### src/rtl/uart_pkg.sv
// Shared UART frame definitions: receiver state encoding and line levels.
// Kept in one place so the transmitter and receiver agree on the frame format.
package uart_pkg;

   typedef enum logic [2:0] {
      ST_IDLE,
      ST_START,
      ST_DATA,
      ST_STOP,
      ST_BREAK
   } uart_state_e;

   localparam int   DATA_BITS = 8;
   localparam logic START_LVL = 1'b0;
   localparam logic STOP_LVL  = 1'b1;

endpackage

### src/rtl/uart_sync2.sv
// Two-flop synchronizer for the asynchronous serial line; 2-cycle latency.
// Resets to 1 so an idle-high line never looks like a start bit after reset.
module uart_sync2 (
   input  logic clk,
   input  logic rst,
   input  logic d,
   output logic q
);

   logic meta_d, meta_q;
   logic sync_d, sync_q;

   always_comb begin
      meta_d = d;
      sync_d = meta_q;
   end

   always_ff @(posedge clk or negedge rst) begin
      if (!rst) begin
         meta_q <= 1'b1;
         sync_q <= 1'b1;
      end else begin
         meta_q <= meta_d;
         sync_q <= sync_d;
      end
   end

   assign q = sync_q;

endmodule

### src/rtl/uart_rx.sv
// 8N1 UART receiver: mid-bit sampling FSM, held output byte with pending/ack handshake.
// rx_valid fires 2 + CLKS_PER_BIT/2 + 9*CLKS_PER_BIT + 1 clocks after the start edge at rx.
module uart_rx
   import uart_pkg::*;
#(
   parameter int CLKS_PER_BIT = 16,
   parameter int MSB_FIRST    = 1
) (
   input  logic                 clk,
   input  logic                 rst,
   input  logic                 rx,
   input  logic                 rd_ack,
   output logic [DATA_BITS-1:0] rx_data,
   output logic                 rx_valid,
   output logic                 rx_pending,
   output logic                 frame_err,
   output logic                 overrun,
   output logic                 busy
);

   localparam int CW = $clog2(CLKS_PER_BIT);
   localparam int IW = $clog2(DATA_BITS);

   localparam logic [CW-1:0] HALF_M1  = CW'(CLKS_PER_BIT / 2 - 1);
   localparam logic [CW-1:0] FULL_M1  = CW'(CLKS_PER_BIT - 1);
   localparam logic [IW-1:0] IDX_LAST = IW'(DATA_BITS - 1);

   logic rx_s;

   uart_state_e          state_d, state_q;
   logic [CW-1:0]        cnt_d, cnt_q;
   logic [IW-1:0]        idx_d, idx_q;
   logic [DATA_BITS-1:0] shift_d, shift_q;
   logic [DATA_BITS-1:0] data_d, data_q;
   logic                 valid_d, valid_q;
   logic                 pend_d, pend_q;
   logic                 ferr_d, ferr_q;
   logic                 ovr_d, ovr_q;

   uart_sync2 u_sync (
      .clk (clk),
      .rst (rst),
      .d   (rx),
      .q   (rx_s)
   );

   always_ff @(posedge clk or negedge rst) begin
      if (!rst) begin
         state_q <= ST_IDLE;
         cnt_q   <= '0;
         idx_q   <= '0;
         shift_q <= '0;
         data_q  <= '0;
         valid_q <= 1'b0;
         pend_q  <= 1'b0;
         ferr_q  <= 1'b0;
         ovr_q   <= 1'b0;
      end else begin
         state_q <= state_d;
         cnt_q   <= cnt_d;
         idx_q   <= idx_d;
         shift_q <= shift_d;
         data_q  <= data_d;
         valid_q <= valid_d;
         pend_q  <= pend_d;
         ferr_q  <= ferr_d;
         ovr_q   <= ovr_d;
      end
   end

   always_comb begin
      state_d = state_q;
      cnt_d   = cnt_q;
      idx_d   = idx_q;
      shift_d = shift_q;
      data_d  = data_q;
      valid_d = 1'b0;
      pend_d  = pend_q;
      ferr_d  = 1'b0;
      ovr_d   = 1'b0;

      // A good frame below overrides this, so ack and completion together keep pending set.
      if (rd_ack) begin
         pend_d = 1'b0;
      end

      case (state_q)
         ST_IDLE: begin
            if (rx_s == START_LVL) begin
               state_d = ST_START;
               cnt_d   = '0;
            end
         end
         ST_START: begin
            if (cnt_q == HALF_M1) begin
               cnt_d = '0;
               if (rx_s == START_LVL) begin
                  state_d = ST_DATA;
                  idx_d   = '0;
               end else begin
                  state_d = ST_IDLE;
               end
            end else begin
               cnt_d = cnt_q + CW'(1);
            end
         end
         ST_DATA: begin
            if (cnt_q == FULL_M1) begin
               cnt_d = '0;
               idx_d = idx_q + IW'(1);
               if (MSB_FIRST != 0) begin
                  shift_d = {shift_q[DATA_BITS-2:0], rx_s};
               end else begin
                  shift_d = {rx_s, shift_q[DATA_BITS-1:1]};
               end
               if (idx_q == IDX_LAST) begin
                  state_d = ST_STOP;
               end
            end else begin
               cnt_d = cnt_q + CW'(1);
            end
         end
         ST_STOP: begin
            if (cnt_q == FULL_M1) begin
               cnt_d = '0;
               if (rx_s == STOP_LVL) begin
                  data_d  = shift_q;
                  valid_d = 1'b1;
                  ovr_d   = pend_q && !rd_ack;
                  pend_d  = 1'b1;
                  state_d = ST_IDLE;
               end else begin
                  ferr_d  = 1'b1;
                  state_d = ST_BREAK;
               end
            end else begin
               cnt_d = cnt_q + CW'(1);
            end
         end
         ST_BREAK: begin
            if (rx_s == STOP_LVL) begin
               state_d = ST_IDLE;
            end
         end
         default: begin
            state_d = ST_IDLE;
         end
      endcase
   end

   assign rx_data    = data_q;
   assign rx_valid   = valid_q;
   assign rx_pending = pend_q;
   assign frame_err  = ferr_q;
   assign overrun    = ovr_q;
   assign busy       = (state_q != ST_IDLE);

endmodule

### config.mk
export PLATFORM = sky130hd
export DESIGN_NAME = uart_rx
export DESIGN_NICKNAME = d
export VERILOG_FILES = /design/src/rtl/uart_pkg.sv /design/src/rtl/uart_sync2.sv /design/src/rtl/uart_rx.sv
export SDC_FILE = /design/constraint.sdc
export NUM_CORES = 1
export LEC_CHECK = 0
export CAP_MARGIN = 20
export CORE_MARGIN = 3
export CORE_UTILIZATION = 40
export CTS_BUF_LIST = sky130_fd_sc_hd__clkbuf_4
export CTS_CLUSTER_SIZE = 14
export DETAILED_ROUTE_END_ITERATION = 12
export GPL_TIMING_DRIVEN = 0
export SLEW_MARGIN = 20
export SYNTH_ARGS = -nofsm -noshare
export SYNTH_HDL_FRONTEND = slang
export SYNTH_HIERARCHICAL = 1
export SYNTH_SLANG_ARGS = --single-unit
### constraint.sdc
create_clock -name clk -period 2.89 [get_ports clk]
set_input_delay 0.289 -clock clk [delete_from_list [all_inputs] [get_ports clk]]
set_output_delay 0.289 -clock clk [all_outputs]
set_load 0.02 [all_outputs]
== Word level (Yosys, flattened, before mapping) ==
Cells that the tools add are included.

* Register bits after elaboration: 32
* Bits of input ports: 4
* Output and inout port bits: 13
* Logic and storage cells: 69

* Add/subtract/negate cells: 2
* Eq/ne operators: 14
* Mux-type cells: 30
* Reductions and logical operators: 12

{| class="wikitable"
|+ Operators by type and width
! cell !! number
|-
| 2-to-1 mux 3 bit || 10
|-
| one-hot mux 3 bit (5 select lines) || 1
|-
| 2-to-1 mux 1 bit || 13
|-
| 2-to-1 mux 4 bit || 3
|-
| != test 2 bit, second input constant || 6
|-
| one-hot mux 4 bit (3 select lines) || 1
|-
| == test 3 x 2 -> 1 bit, second input constant || 2
|-
| == test 3 bit, second input constant || 2
|-
| one-hot mux 3 bit (2 select lines) || 1
|-
| AND reduction 6 bit || 1
|-
| nonzero test 3 bit || 2
|-
| adder 4 x 1 -> 4 bit, second input constant || 1
|-
| == test 4 x 3 -> 1 bit, second input constant || 1
|-
| == test 4 bit, second input constant || 1
|-
| AND reduction 2 bit || 2
|-
| AND reduction 4 bit || 1
|-
| adder 3 x 1 -> 3 bit, second input constant || 1
|-
| == test 3 x 1 -> 1 bit, second input constant || 1
|-
| zero test 3 bit || 1
|-
| AND reduction 3 bit || 1
|-
| 2-to-1 mux 2 bit || 1
|-
| != test 2 x 1 -> 1 bit, second input constant || 1
|-
| nonzero test 2 bit || 1
|-
| OR reduction 2 bit || 1
|-
| other kinds (2) || 2
|}

== Logic depth before layout (Yosys ltp) ==
* Depth in word-level cells: 5
* Gate-level depth with buffers: 5

== Cells and area by module ==
The synthesis kept the hierarchy.

{| class="wikitable"
|+ Modules (own cells, without submodules)
! module !! instances !! cells an instance !! area each (um^2) !! sequential area each (um^2)
|-
| uart_rx || 1 || 100 || 1,335.0 || 750.7
|-
| uart_sync2 || 1 || 2 || 52.6 || 52.6
|}

== Worst setup path before layout ==
OpenSTA, ideal clock, no wires.

* Path type: register to register
* From: register cnt_q[0]
* To: register shift_q[0]
* Setup time: 128 ps
* Data arrival time: 1,448 ps
* Data required time: 2,762 ps
* Path slack: 1,315 ps
* Cell stages (with the launch flop): 6
* Clock period less this slack: 1,575 ps
* Cells stage by stage: dfrtp_1 > ha_1 > nand3b_1 > nor3_2 > buf_4 > mux2_1

* Cells in the longest elaborated chain, start to end: 2

{| class="wikitable"
|+ RTL lines
! item !! line !! source
|-
| start: declaration || uart_rx.sv:31 || <nowiki>logic [CW-1:0] cnt_d, cnt_q;</nowiki>
|-
| start signal: assignment || uart_rx.sv:60 || <nowiki>cnt_q <= cnt_d;</nowiki>
|-
| == test 4 bit || uart_rx.sv:108 || <nowiki>if (cnt_q == FULL_M1) begin</nowiki>
|-
| AND reduction 2 bit (no line) || - ||
|-
| end signal: assignment || uart_rx.sv:62 || <nowiki>shift_q <= shift_d;</nowiki>
|-
| end: declaration || uart_rx.sv:33 || <nowiki>logic [DATA_BITS-1:0] shift_d, shift_q;</nowiki>
|}

No other way between the ends.
A chain may end at the register's enable or synchronous reset.

== Worst setup path in the final report ==
* From: register state_q[2]
* To: output port busy

* Cells in the longest elaborated chain, start to end: 1

{| class="wikitable"
|+ RTL lines
! item !! line !! source
|-
| start: declaration || uart_rx.sv:30 || <nowiki>uart_state_e state_d, state_q;</nowiki>
|-
| start signal: assignment || uart_rx.sv:59 || <nowiki>state_q <= state_d;</nowiki>
|-
| nonzero test 3 bit || uart_rx.sv:156 || <nowiki>assign busy = (state_q != ST_IDLE);</nowiki>
|-
| end: declaration || uart_rx.sv:18 || <nowiki>output logic busy</nowiki>
|}

No other way between the ends.

==> reports/results.ini <==
[critical_path]
slowest_delay_ns = 0.54
end_kind = primary output
cp_slowest_cell = clkdlybuf4s50_1
reg2reg_depth = 5
worstPathRequired_ns = 2.60
cp.arrival_ns = 1.78
start_kind = flop
cp.depth = 3
path_class = reg -> out
cp_max_fo = 10
critPathBufInv = 2
critPathTopFamily = buffers and inverters
worstPathCellList = buf_2 > or3_1 > clkdlybuf4s50_1

[synth]
ys_async_sr_fraction = 1.00
synth.most_common_cell = dfrtp_1
synth-seq-cells = 32
synth_area_um2 = 1390
syn_area_per_cell_um2 = 13.6
yosysUniqueCellTypes = 39
syn_nets = 109
netlist_top_cells_area = dfrtp_1 54%, mux2_1 7.3%, mux2_2 6.5%
ys_warn_count = 6
yosysSeqAreaShare = 0.579
syn_inst = 102
synth_edf_count = 0
synth_top_area_frac = 0.541
synth_common_cells = 30 x dfrtp_1, 9 x mux2_1, 8 x mux2_2
synth_top_cell_by_area = dfrtp_1
synth_ff_type = dfrtp_1

[place]
dpl-instance-area_um2 = 1600
gp_congestion = 0.720
io_buffers = 16
dp_hpwl_um = 1540

[detailed_routing]
firstDrtPassIters = 4
routed_via_density = 5.09
wl_um = 2280
wire_per_inst_um = 13.4
drt_iter0_drc = 22
ant_nets = 0
detailroute.via_count = 866
drc_errors = 0

[global_route]
overflow = 0
grt_max_degree = 33
grt_use_total = 0.131
antenna_found_initial = 0
grt_pass1_wl_um = 4080
first_global_vias = 896

[clocking]
cts_tree = yes
cts.path.max_buffers = 2
cts_root_buf = clkbuf_4
cts_buffers = 5
clock_latency_ns = 0.33
post-cts-setup-buffers = 0
ctsResizeCount = 0
ctsHtreeMaxLevel = 2
cts.clk_slew.worst_paths_ns = 0.10
hold_buffers = 0
cts_sinks = 32

[power]
irDropWorstVdd_mv = 0.290
p_leak_nw = 0.802
p_per_area_nw_per_um2 = 659
finalPower_mw = 1.10

[timing]
whs_ns = -0.0106
relSlewSlack = 0.538
hold_viol = 25
finalSetupViolations = 0
rsz0062_at_grt = no
fmax_mhz = 482
fin_crit_sh = 0.718
fin_setup_tns_ns = 0
period_minus_slack_ns = 2.07
worstMarginPinSlew_ns = 0.693
slew_viol_final = 0
fin_skew_ns = 0.00674

[floorplanning]
core_area_um2 = 3180
rows = 20
die-area_um2 = 4210
die_w_um = 64.9
fp.dieH_um = 64.9
initial_core_util = 0.437
boundaryPins = 17

[flow_run]
cap_violations = 0

[run_status]
violations = negative hold slack
status = finished with violations

[cells_and_area]
nets = 132
drive_gt1_frac = 0.214
finish.instance_area_um2 = 1670
final.fill_count = 284
seq_area_um2 = 803
syn_to_final_growth_pct = 20.6
diodes = 0
multi_input_area_um2 = 536

[hold_path]
hp-class = in -> async

## registers in the layout (all words and copies together), names as in the netlist
name           flops
u_sync/meta_q      1
rx_valid           1
rx_data            8
state_q            3
overrun            1
cnt_q              4
rx_pending         1
frame_err          1
shift_q            8
idx_q              3
u_sync/q           1
## metrics by stage
stage,instances,utilization,worst slack [ns]
2_1_floorplan,102,-,1.31
3_3_place_gp,162,0.504,0.933
3_5_place_dp,162,0.503,1.10
4_1_cts,170,0.526,0.798
5_1_grt,170,0.526,0.733
6_report,170,0.526,0.816
## placed cells by master, fill, tap and decap left out, types with 2 or more instances in the layout
| master | count |
|---|---|
| ha_1 | 3 |
| dfstp_2 | 2 |
| clkinv_1 | 2 |
| nor2_1 | 2 |
| a22o_1 | 3 |
| buf_2 | 4 |
| o2bb2ai_1 | 2 |
| clkdlybuf4s50_1 | 15 |
| nor4b_1 | 2 |
| and3b_1 | 2 |
| clkbuf_4 | 5 |
| a21oi_1 | 3 |
| buf_4 | 2 |
| dfrtp_1 | 30 |
| mux2_1 | 9 |
| mux2_2 | 8 |
| nand2_1 | 6 |
## metal layers
layer	track usage	part of all wire
met4	0.0871	0.027
met1	0.161	0.44
met3	0.0399	0.057
met5	0	0
met2	0.195	0.47
## worst reg2reg max path: stages (launching register included)
cell	delay (ns)
dfrtp_1	0.39
ha_1	0.29
nand3b_1	0.19
nor3_2	0.25
buf_4	0.22
mux2_1	0.33
## final timing paths
path | start | end | slack [ns]
hold / removal | rst | rx_data[3]$_DFFE_PN0P_ | -0.01
setup reg to reg | cnt_q[0]$_DFFE_PN0P_ | shift_q[7]$_DFFE_PN0P_ | 1.09
setup / recovery | state_q[2]$_DFFE_PN0P_ | busy | 0.82
max in group asynchronous | rst | cnt_q[1]$_DFFE_PN0P_ | 2.46
min in group clk | rx | u_sync/meta_q$_DFF_PN1_ | 0.36
hold reg to reg | u_sync/meta_q$_DFF_PN1_ | u_sync/q$_DFF_PN1_ | 0.36
## cells by family (layout without fill, tap and decap cells)
family,count (synthesis),count (layout),synth area share
XOR/XNOR,2,2,0.0126
buffers and inverters,8,32,0.0352
AO/OA/AOI/OAI,14,14,0.0758
multiplexers,19,19,0.156
flip-flops,32,32,0.579
adder cells (fa/ha/maj),3,3,0.0271
AND/OR/NAND/NOR,24,24,0.115
## final cells by class
| class | count | share of cell area |
|---|---|---|
| plain buffers | 7 | 0.0269 |
| clock buffers | 5 | 0.0224 |
| clock inverters | 3 | 0.0224 |
| inverters | 1 | 0.00224 |
| multi-input cells | 62 | 0.320 |
| flip-flops and latches | 32 | 0.480 |
| well taps | 44 | 0.0329 |
| repair buffers | 16 | 0.0927 |
## power breakdown
| part | internal, mW | total (mW) | switching, mW |
|---|---|---|---|
| registers | 0.488 | 0.511 | 0.0229 |
| clock network | 0.176 | 0.322 | 0.146 |
| logic | 0.127 | 0.269 | 0.142 |
| total | 0.791 | 1.10 | 0.311 |
No activity file was read; power rests on OpenSTA's default activity.
